$ cat src/rtl/eda_neigh_push_ctrl.sv
// eda_neigh_push_ctrl: serialises an 8-neighbour push mask into a FIFO of
// pixel addresses (row*N + col) for the event-driven expansion loop.
// Optional build macro EDA_BOUND_CHECK_EN: drops neighbours that fall
// outside the M x N image at load time instead of enqueuing them.
module eda_neigh_push_ctrl #(
  parameter int M          = 16,
  parameter int N          = 16,
  parameter int ADDR_WIDTH = $clog2(M*N),
  parameter int FIFO_DEPTH = 16
) (
  input  logic                        clk,
  input  logic                        reset_n,
  input  logic                        flush,
  input  logic                        load,
  input  logic [7:0]                  push_mask,
  input  logic [ADDR_WIDTH-1:0]       center_addr,
  output logic                        busy,
  output logic                        done,
  output logic [7:0]                  iterated_idx,
  input  logic                        pop_req,
  output logic [ADDR_WIDTH-1:0]       pop_addr,
  output logic                        empty,
  output logic                        full,
  output logic [$clog2(FIFO_DEPTH):0] count
);

  localparam int PW = $clog2(FIFO_DEPTH);
  localparam int CW = PW + 1;

  typedef enum logic {IDLE, SERIAL} state_t;

  state_t                state_r;
  logic [7:0]            rem_r;
  logic [ADDR_WIDTH-1:0] center_r;
  logic [7:0]            iter_r;
  logic                  done_r;
  logic [ADDR_WIDTH-1:0] mem_r [FIFO_DEPTH];
  logic [PW-1:0]         wr_ptr_r;
  logic [PW-1:0]         rd_ptr_r;
  logic [CW-1:0]         count_r;

  logic [2:0]            sel_idx_s;
  logic [7:0]            sel_onehot_s;
  logic [7:0]            rem_next_s;
  logic                  full_s;
  logic                  empty_s;
  logic                  push_s;
  logic                  pop_s;
  logic [ADDR_WIDTH-1:0] enq_addr_s;
  logic [7:0]            load_keep_s;
  logic [7:0]            load_drop_s;

  // Window position of mask bit k: the centre (position 4) is skipped.
  function automatic int bit_to_pos(input logic [2:0] k);
    return (k < 3'd4) ? int'(k) : int'(k) + 1;
  endfunction

  // Neighbour address, wrapping modulo 2^ADDR_WIDTH.
  function automatic logic [ADDR_WIDTH-1:0] neigh_addr(input logic [ADDR_WIDTH-1:0] c,
                                                       input logic [2:0] k);
    int p;
    int off;
    p   = bit_to_pos(k);
    off = (p / 3 - 1) * N + (p % 3 - 1);
    return c + off[ADDR_WIDTH-1:0];
  endfunction

`ifdef EDA_BOUND_CHECK_EN
  // True when the neighbour for bit k lies inside the image.
  function automatic logic in_image(input logic [ADDR_WIDTH-1:0] c, input logic [2:0] k);
    int p;
    int r;
    int cl;
    p  = bit_to_pos(k);
    r  = int'(c) / N + p / 3 - 1;
    cl = int'(c) % N + p % 3 - 1;
    return (r >= 0) && (r < M) && (cl >= 0) && (cl < N);
  endfunction

  // Split the incoming mask into bits to serialise and bits dropped at the border.
  always_comb begin
    load_keep_s = 8'd0;
    load_drop_s = 8'd0;
    for (int i = 0; i < 8; i++) begin
      load_keep_s[i] = push_mask[i] & in_image(center_addr, 3'(i));
      load_drop_s[i] = push_mask[i] & ~in_image(center_addr, 3'(i));
    end
  end
`else
  // Without border filtering every requested neighbour is serialised.
  always_comb begin
    load_keep_s = push_mask;
    load_drop_s = 8'd0;
  end
`endif

  // Pick the lowest pending mask bit and derive FIFO handshakes.
  always_comb begin
    sel_idx_s = 3'd0;
    for (int i = 7; i >= 0; i--) begin
      sel_idx_s = rem_r[i] ? 3'(i) : sel_idx_s;
    end
    sel_onehot_s = 8'd1 << sel_idx_s;
    rem_next_s   = rem_r & ~sel_onehot_s;
    full_s       = (count_r == CW'(FIFO_DEPTH));
    empty_s      = (count_r == CW'(0));
    push_s       = (state_r == SERIAL) && (rem_r != 8'd0) && !full_s;
    pop_s        = pop_req && !empty_s;
    enq_addr_s   = neigh_addr(center_r, sel_idx_s);
  end

  // Control FSM: capture a mask in IDLE, drain it one bit per cycle in SERIAL.
  always_ff @(posedge clk or negedge reset_n) begin
    if (!reset_n) begin
      state_r  <= IDLE;
      rem_r    <= 8'd0;
      center_r <= '0;
      iter_r   <= 8'd0;
      done_r   <= 1'b0;
    end else if (flush) begin
      state_r <= IDLE;
      rem_r   <= 8'd0;
      iter_r  <= 8'd0;
      done_r  <= 1'b0;
    end else begin
      done_r <= 1'b0;
      case (state_r)
        IDLE: begin
          if (load) begin
            rem_r    <= load_keep_s;
            center_r <= center_addr;
            iter_r   <= load_drop_s;
            if (load_keep_s != 8'd0) begin
              state_r <= SERIAL;
            end else begin
              done_r <= 1'b1;
            end
          end
        end
        SERIAL: begin
          if (!full_s) begin
            rem_r  <= rem_next_s;
            iter_r <= iter_r | sel_onehot_s;
            if (rem_next_s == 8'd0) begin
              state_r <= IDLE;
              done_r  <= 1'b1;
            end
          end
        end
        default: state_r <= IDLE;
      endcase
    end
  end

  // FIFO pointers and occupancy; pointers wrap naturally at FIFO_DEPTH.
  always_ff @(posedge clk or negedge reset_n) begin
    if (!reset_n) begin
      wr_ptr_r <= '0;
      rd_ptr_r <= '0;
      count_r  <= '0;
    end else if (flush) begin
      wr_ptr_r <= '0;
      rd_ptr_r <= '0;
      count_r  <= '0;
    end else begin
      if (push_s) wr_ptr_r <= wr_ptr_r + PW'(1);
      if (pop_s)  rd_ptr_r <= rd_ptr_r + PW'(1);
      case ({push_s, pop_s})
        2'b10:   count_r <= count_r + CW'(1);
        2'b01:   count_r <= count_r - CW'(1);
        default: count_r <= count_r;
      endcase
    end
  end

  // FIFO storage; contents need no reset because the pointers define validity.
  always_ff @(posedge clk) begin
    if (push_s && !flush) begin
      mem_r[wr_ptr_r] <= enq_addr_s;
    end
  end

  assign busy         = (state_r == SERIAL);
  assign done         = done_r;
  assign iterated_idx = iter_r;
  assign pop_addr     = mem_r[rd_ptr_r];
  assign empty        = empty_s;
  assign full         = full_s;
  assign count        = count_r;

endmodule

$ cat config.mk
export PLATFORM = sky130hd
export DESIGN_NAME = eda_neigh_push_ctrl
export DESIGN_NICKNAME = d
export VERILOG_FILES = /design/src/rtl/eda_neigh_push_ctrl.sv
export SDC_FILE = /design/constraint.sdc
export NUM_CORES = 1
export LEC_CHECK = 0
export BUFFER_PORTS_ARGS = -buffer_cell sky130_fd_sc_hd__buf_2
export CORE_ASPECT_RATIO = 0.8
export CORE_MARGIN = 2
export CORE_UTILIZATION = 23
export DETAILED_ROUTE_END_ITERATION = 6
export PLACE_DENSITY = 0.44
export REMOVE_ABC_BUFFERS = 1
export SYNTH_ARGS = -nofsm -noshare
export SYNTH_HDL_FRONTEND = slang
export SYNTH_SLANG_ARGS = --single-unit
$ cat constraint.sdc
create_clock -name clk -period 7.65 [get_ports clk]
set_clock_uncertainty 0.05 [all_clocks]
set_input_delay 0.3825 -clock clk [delete_from_list [all_inputs] [get_ports clk]]
set_output_delay 0.3825 -clock clk [all_outputs]
set_load 0.05 [all_outputs]
# Word-level counts from Yosys, hierarchy flattened
# Memories as Yosys holds them, arrays and structs flattened.
# Cells that the tools add are included.
dict set report totals {
  register_bits 39
  mem_count 1
  mem_bits_rw 128
}
# memory words width rd rd_clocked_by_memory_dff wr line
set mem_list {}
lappend mem_list {mem_r 16 8 1 0 1 37} ;# logic [ADDR_WIDTH-1:0] mem_r [FIFO_DEPTH];
dict set report op_classes {
  n_lt_le_gt_ge 1
  n_reduce_logical 16
  n_div 2
  n_bitwise 5
  n_mux 37
  n_shift 1
  n_eq_ne 5
  add_sub_neg 9
}
# cell n
set ops {}
lappend ops {{8-bit 2-to-1 mux} 6}
lappend ops {{32-bit by 3-bit divider with 32-bit output, second input constant} 1}
lappend ops {{32-bit by 3-bit modulo with 32-bit output, second input constant} 1}
lappend ops {{8-bit one-hot mux with 2 select lines} 2}
lappend ops {{3-bit 2-to-1 mux} 8}
lappend ops {{4-bit 2-to-1 mux} 5}
lappend ops {{8-bit adder} 2}
lappend ops {{8-bit nonzero test} 2}
lappend ops {{1-bit 2-to-1 mux} 12}
lappend ops {{5-bit one-hot mux with 2 select lines} 1}
lappend ops {{4-bit by 1-bit adder with 4-bit output, second input constant} 2}
lappend ops {{8-bit AND} 1}
lappend ops {{8-bit zero test} 1}
lappend ops {{8-bit NOT} 1}
lappend ops {{8-bit bitwise OR} 1}
lappend ops {{1-bit by 3-bit << shifter with 8-bit output, first input constant} 1}
lappend ops {{8-bit by 2-bit subtractor with 8-bit output, second input constant} 1}
lappend ops {{3-bit != test, second input constant} 2}
lappend ops {{5-bit by 1-bit adder with 5-bit output, second input constant} 1}
lappend ops {{5-bit equality test, second input constant} 1}
lappend ops {{5-bit zero test} 1}
lappend ops {{5-bit 2-to-1 mux} 1}
lappend ops {{5-bit by 1-bit subtractor with 5-bit output, second input constant} 1}
lappend ops {{3-bit by 1-bit adder with 4-bit output, second input constant} 1}
lappend ops {{12 further kinds} 20}

# Depth between registers and ports, before layout
dict set report depth {
  depth_word 16
  depth_mapped 27
  ltp_nobuf 26
}

# Worst setup path before layout
# Ideal clock, no wire load.
dict set report synth_path {
  path_type {register to register}
  startpoint {reg rem_r[5]}
  endpoint {mem mem_r[0][7] (netlist name), data pin}
  path_stages_with_launch 26
  path_slack_ns 1.601
  setup_ns 0.297
  arrival_time_ns 5.702
  path_buffers 1
  path_cell_list {dfrtp_1 > buf_2 > nor2_1 > o21ai_0 > a211o_1 > ha_1 > o41ai_1 > a211oi_2 > nand2_2 > o22ai_4 > inv_4 > xnor2_1 > ha_1 > a21oi_1 > nand3_2 > inv_1 > ha_1 > ha_1 > fa_1 > inv_1 > ha_1 > o21ai_0 > nand2b_1 > a21oi_1 > xnor2_1 > xnor2_1}
}
dict set report synth_between {
  elab_chain_cells 12
  elab_cells_between_ends 15
}
# element line
set synth_rtl {}
lappend synth_rtl {{start: declaration} 33} ;# logic [7:0] rem_r;
lappend synth_rtl {{start signal: assignment} 130} ;# rem_r <= load_keep_s;
lappend synth_rtl {{start signal: assignment} 142} ;# rem_r <= rem_next_s;
lappend synth_rtl {{3-bit 2-to-1 mux (*) (6 in series)} 101} ;# sel_idx_s = rem_r[i] ? 3'(i) : sel_idx_s;
lappend synth_rtl {{3-bit by 1-bit adder with 4-bit output / 3-bit less-than comparator (equally long branches)} 55} ;# return (k < 3'd4) ? int'(k) : int'(k) + 1;
lappend synth_rtl {{4-bit 2-to-1 mux (*)} 55}
lappend synth_rtl {{32-bit by 3-bit modulo with 32-bit output / 32-bit by 3-bit divider with 32-bit output (equally long branches)} 64} ;# off = (p / 3 - 1) * N + (p % 3 - 1);
lappend synth_rtl {{8-bit by 2-bit subtractor with 8-bit output / 4-bit by 2-bit subtractor with 4-bit output (equally long branches)} 64}
lappend synth_rtl {{8-bit adder (*)} 64}
lappend synth_rtl {{8-bit adder (*)} 65} ;# return c + off[ADDR_WIDTH-1:0];
lappend synth_rtl {{via enq_addr_s[7]} 49} ;# logic [ADDR_WIDTH-1:0] enq_addr_s;
lappend synth_rtl {{end: declaration} 37}
# Mark *: on every way through the listed nets, which the timed path passes. The rest lies on a longest branch.

# Worst setup path after layout
dict set report layout_path {
  startpoint {reg rem_r[6]}
  endpoint {mem mem_r[13][7] (netlist name), data pin}
}
dict set report layout_between {
  elab_chain_cells 13
  elab_cells_between_ends 16
}
# element line
set layout_rtl {}
lappend layout_rtl {{3-bit 2-to-1 mux (*) (7 in series)} 101}
lappend layout_rtl {{3-bit by 1-bit adder with 4-bit output / 3-bit less-than comparator (equally long branches)} 55}
lappend layout_rtl {{4-bit 2-to-1 mux (*)} 55}
lappend layout_rtl {{32-bit by 3-bit modulo with 32-bit output / 32-bit by 3-bit divider with 32-bit output (equally long branches)} 64}
lappend layout_rtl {{8-bit by 2-bit subtractor with 8-bit output / 4-bit by 2-bit subtractor with 4-bit output (equally long branches)} 64}
lappend layout_rtl {{8-bit adder (*)} 64}
lappend layout_rtl {{8-bit adder (*)} 65}
lappend layout_rtl {{via enq_addr_s[7]} 49}
# Marks and branches as above.

==> metrics.md <==
| Metric | Value |
|---|---|
| Finished Core Util | `27.2%` |
| Seq cells post-synth | `167` |
| Synth-to-Final Area Change | `15.8%` |
| CP peak stage delay | `about 860 ps` |
| Gpl congestion | `0.775` |
| Crit path capture type | `register` |
| I/O pin total | `46` |
| 1st-iter DRT viols | `389` |
| Global-route wire length before repair | `28.6 mm` |
| Die area | `35,900 sq um` |
| Clock Tree Root | `clkbuf_16` |
| Clock latency on the worst-skew pair | `430 ps` |
| Synth top area share | `48.6%` |
| Die H | `170 um` |
| Crit path top cell by count | `ha_1` |
| Async SR Flop Fraction | `23.4%` |
| Status | `complete, no violations` |
| Distinct cells, synth | `63` |
| Ranking of synthesized cells by area | `edfxtp_1 (49%), dfrtp_1 (12%), mux4_2 (11%)` |
| RSZ-0062 raised after global routing | `no` |
| DRC Markers | `0` |
| R2R Setup Slk | `610 ps` |
| Total grt overflow | `0` |
| Avg Cell Area, Syn | `14.6 sq um` |
| Cell accounting for the most synthesized area | `edfxtp_1` |
| Number of port buffers | `45` |
| CTS tree | `done` |
| Cell with the most instances after synthesis | `edfxtp_1` |
| Initial antenna violation count | `0` |
| Post-CTS setup buffer count | `0` |
| Main flop type after synthesis | `edfxtp_1` |
| Largest net degree at the start of global routing | `40` |
| Final worst-path cycle share | `92.1%` |
| Post-synthesis sequential area ratio | `61.0%` |
| Max transition margin | `about 10%` |
| Pleak | `0.00329 uW` |
| Reg-to-Reg End | `mem_r[13][7]` |
| H-tree levels | `4` |
| Design area | `approximately 9200 sq um` |
| Largest vdd supply drop | `0.000330 V` |
| Setup TNS | `0 ps` |
| # clock sinks | `167` |
| Final Hold Fails | `0` |
| Worst r2r src | `rem_r[6]` |
| Multi-input gate area | `2850 sq um` |
| Worst path slowest cell | `xnor2_1` |
| Total power | `4830 uW` |
| Worst Path Max Fanout | `16` |
| Mapped Area | `7900 sq um` |
| Placed cell area | `8570 sq um` |
| WHS Endpoint | `center_r[0]` |
| Top post-synthesis cells by count | `edfxtp_1 (128), nor2_1 (56), mux4_2 (40)` |
| Total vias in the final route | `4,585` |
| Vias in the first global route | `just under 5,000` |
| Reg2reg path depth | `25` |
| Crit Path Class | `register to register` |
| Core area | `33,700 sq um` |
| Worst-Margin Slew | `approximately 1300 ps` |
| CTS Buffer Depth | `2` |
| Total GRT Usage | `between 10 and 15%` |
| Initial core utilization | `about a quarter` |
| TritonRoute pass-1 iters | `5` |
| Vias per inst | `4.47` |
| Number of CTS-inserted buffers | `17` |
| F_max | `142 MHz` |
| Yosys warnings | `0` |
| Hold_sp | `center_addr[0]` |
| Clk slew on worst S/H paths | `approximately 70 ps` |
| Post-cts gate resize count | `0` |
| HPWL after DPL | `~12 mm` |
| Core Rows | `60` |
| ANT cells | `0` |
| EDFF count, synth | `128` |
| NumNets Final | `634` |
| Routed WL | `approximately 18 mm` |
| Register area | `~4800 sq um` |
| PD cells | `528 nW/um^2` |
| Worst min-delay path class | `input pin to register` |
| Layout cells sized above 1 | `23.8%` |
| Die X | `211 um` |
| Post-DRT Antenna Nets | `0` |
| Critical Path RT | `7670 ps` |
| Slew Limit Fails | `0` |
| Post-layout minimum cycle time | `7040 ps` |
| Min-Delay Path Depth | `3` |
| Fill cell count | `3,387` |
| Worst setup SP type | `register` |
| Final setup viols | `0` |
| Max-cap viol count | `0` |
| WP data arrival | `7070 ps` |
| Drt wl/cell | `17.6 um` |
| Synth Instances | `541` |
==> worst max path at each step <==
stage	from	endpoint	slack [ps]
6_report	rem_r[6]	mem_r[13][7]	610
3_5_place_dp	rem_r[6]	mem_r[9][7]	600
5_1_grt	rem_r[6]	mem_r[13][7]	4
4_1_cts	rem_r[6]	mem_r[14][7]	530
2_1_floorplan	rem_r[5]	mem_r[0][7]	1620
3_3_place_gp	rem_r[4]	mem_r[0][7]	920
==> routing by layer <==
metal / track usage [%] / up-vias / share of wire [%]
met5: 0 / - / 0
met3: 2.50 / 16 / 3.5
met2: 17.7 / 102 / 48
met4: 3.12 / 0 / 1.2
li1: - / 2126 / -
met1: 14.3 / 2341 / 47
==> power breakdown <==
group	switching [uW]	internal, uW
sequential	64.4	1910
clock	369	485
combinational	1420	584
==> cells in the final DEF, fill, tap and decap left out, types with 3 or more instances in the layout <==
cell type / Yosys / routed
nor4_1: 6 / 6
a21oi_1: 21 / 21
nand2b_1: 7 / 7
clkbuf_16: 0 / 17
xor2_1: 8 / 8
dfrtp_1: 39 / 37
mux4_2: 40 / 40
ha_1: 29 / 29
nor2_1: 56 / 56
fa_1: 5 / 5
nor3_2: 0 / 5
edfxtp_1: 128 / 128
buf_4: 6 / 3
o21ai_0: 15 / 15
mux2i_1: 4 / 4
nand2_1: 32 / 32
clkinv_2: 0 / 3
buf_2: 2 / 45
inv_6: 0 / 3
nand4_1: 3 / 3
a22o_1: 5 / 5
a21o_1: 8 / 8
a31oi_1: 5 / 5
inv_1: 27 / 27
xnor2_1: 15 / 15
nand3_1: 5 / 5
==> registers in the layout (all words and copies together), names as in the netlist <==
| register | cells |
|---|---|
| rem_r | 8 |
| wr_ptr_r | 4 |
| rd_ptr_r | 4 |
| mem_r | 128 |
| done | 1 |
| center_r | 8 |
| busy | 1 |
| iterated_idx | 8 |
| count | 5 |
==> stage by stage <==
stage          setup slack [ps]  hold slack, ps  std cells
6_report                    605             111       1026
5_1_grt                    4.10             117       1026
4_1_cts                     531            87.1       1026
3_5_place_dp                601             438        993
3_3_place_gp                915             424        993
2_1_floorplan              1620            36.9        511
==> what timing repair did <==
action | in CTS | in global routing
setup endpoints to repair | 0 | 0
hold buffers | 1 | 0
endpoints found under the hold margin | 39 | 0
==> kinds of logic after synthesis <==
kind of cell | after synthesis | synth area share, %
xor+xnor | 23 | 2.55
compound gates | 75 | 6.43
buf+inv | 58 | 3.29
mux | 46 | 12.2
fa+ha+maj | 34 | 5.86
flops | 167 | 61.0
simple gates | 138 | 8.69
==> final cells by class <==
type | instances | area share [%]
inverters | 28 | 1.18
multi-input cells | 316 | 31.1
clock inverters | 14 | 1.61
flip-flops and latches | 167 | 52.7
repair buffers | 49 | 2.82
clock buffers | 18 | 4.69
well taps | 434 | 5.93
==> worst max-delay path: cells and delay by family (launching register included) <==
kind / cells / cell delay [ps]
buffers and inverters: 3 / 250
AND/OR/NAND/NOR: 6 / 1040
adder cells (fa/ha/maj): 6 / 1930
flip-flops: 1 / 480
XOR/XNOR: 3 / 1110
AO/OA/AOI/OAI: 7 / 1810
No activity file was read; power rests on OpenSTA's default activity.
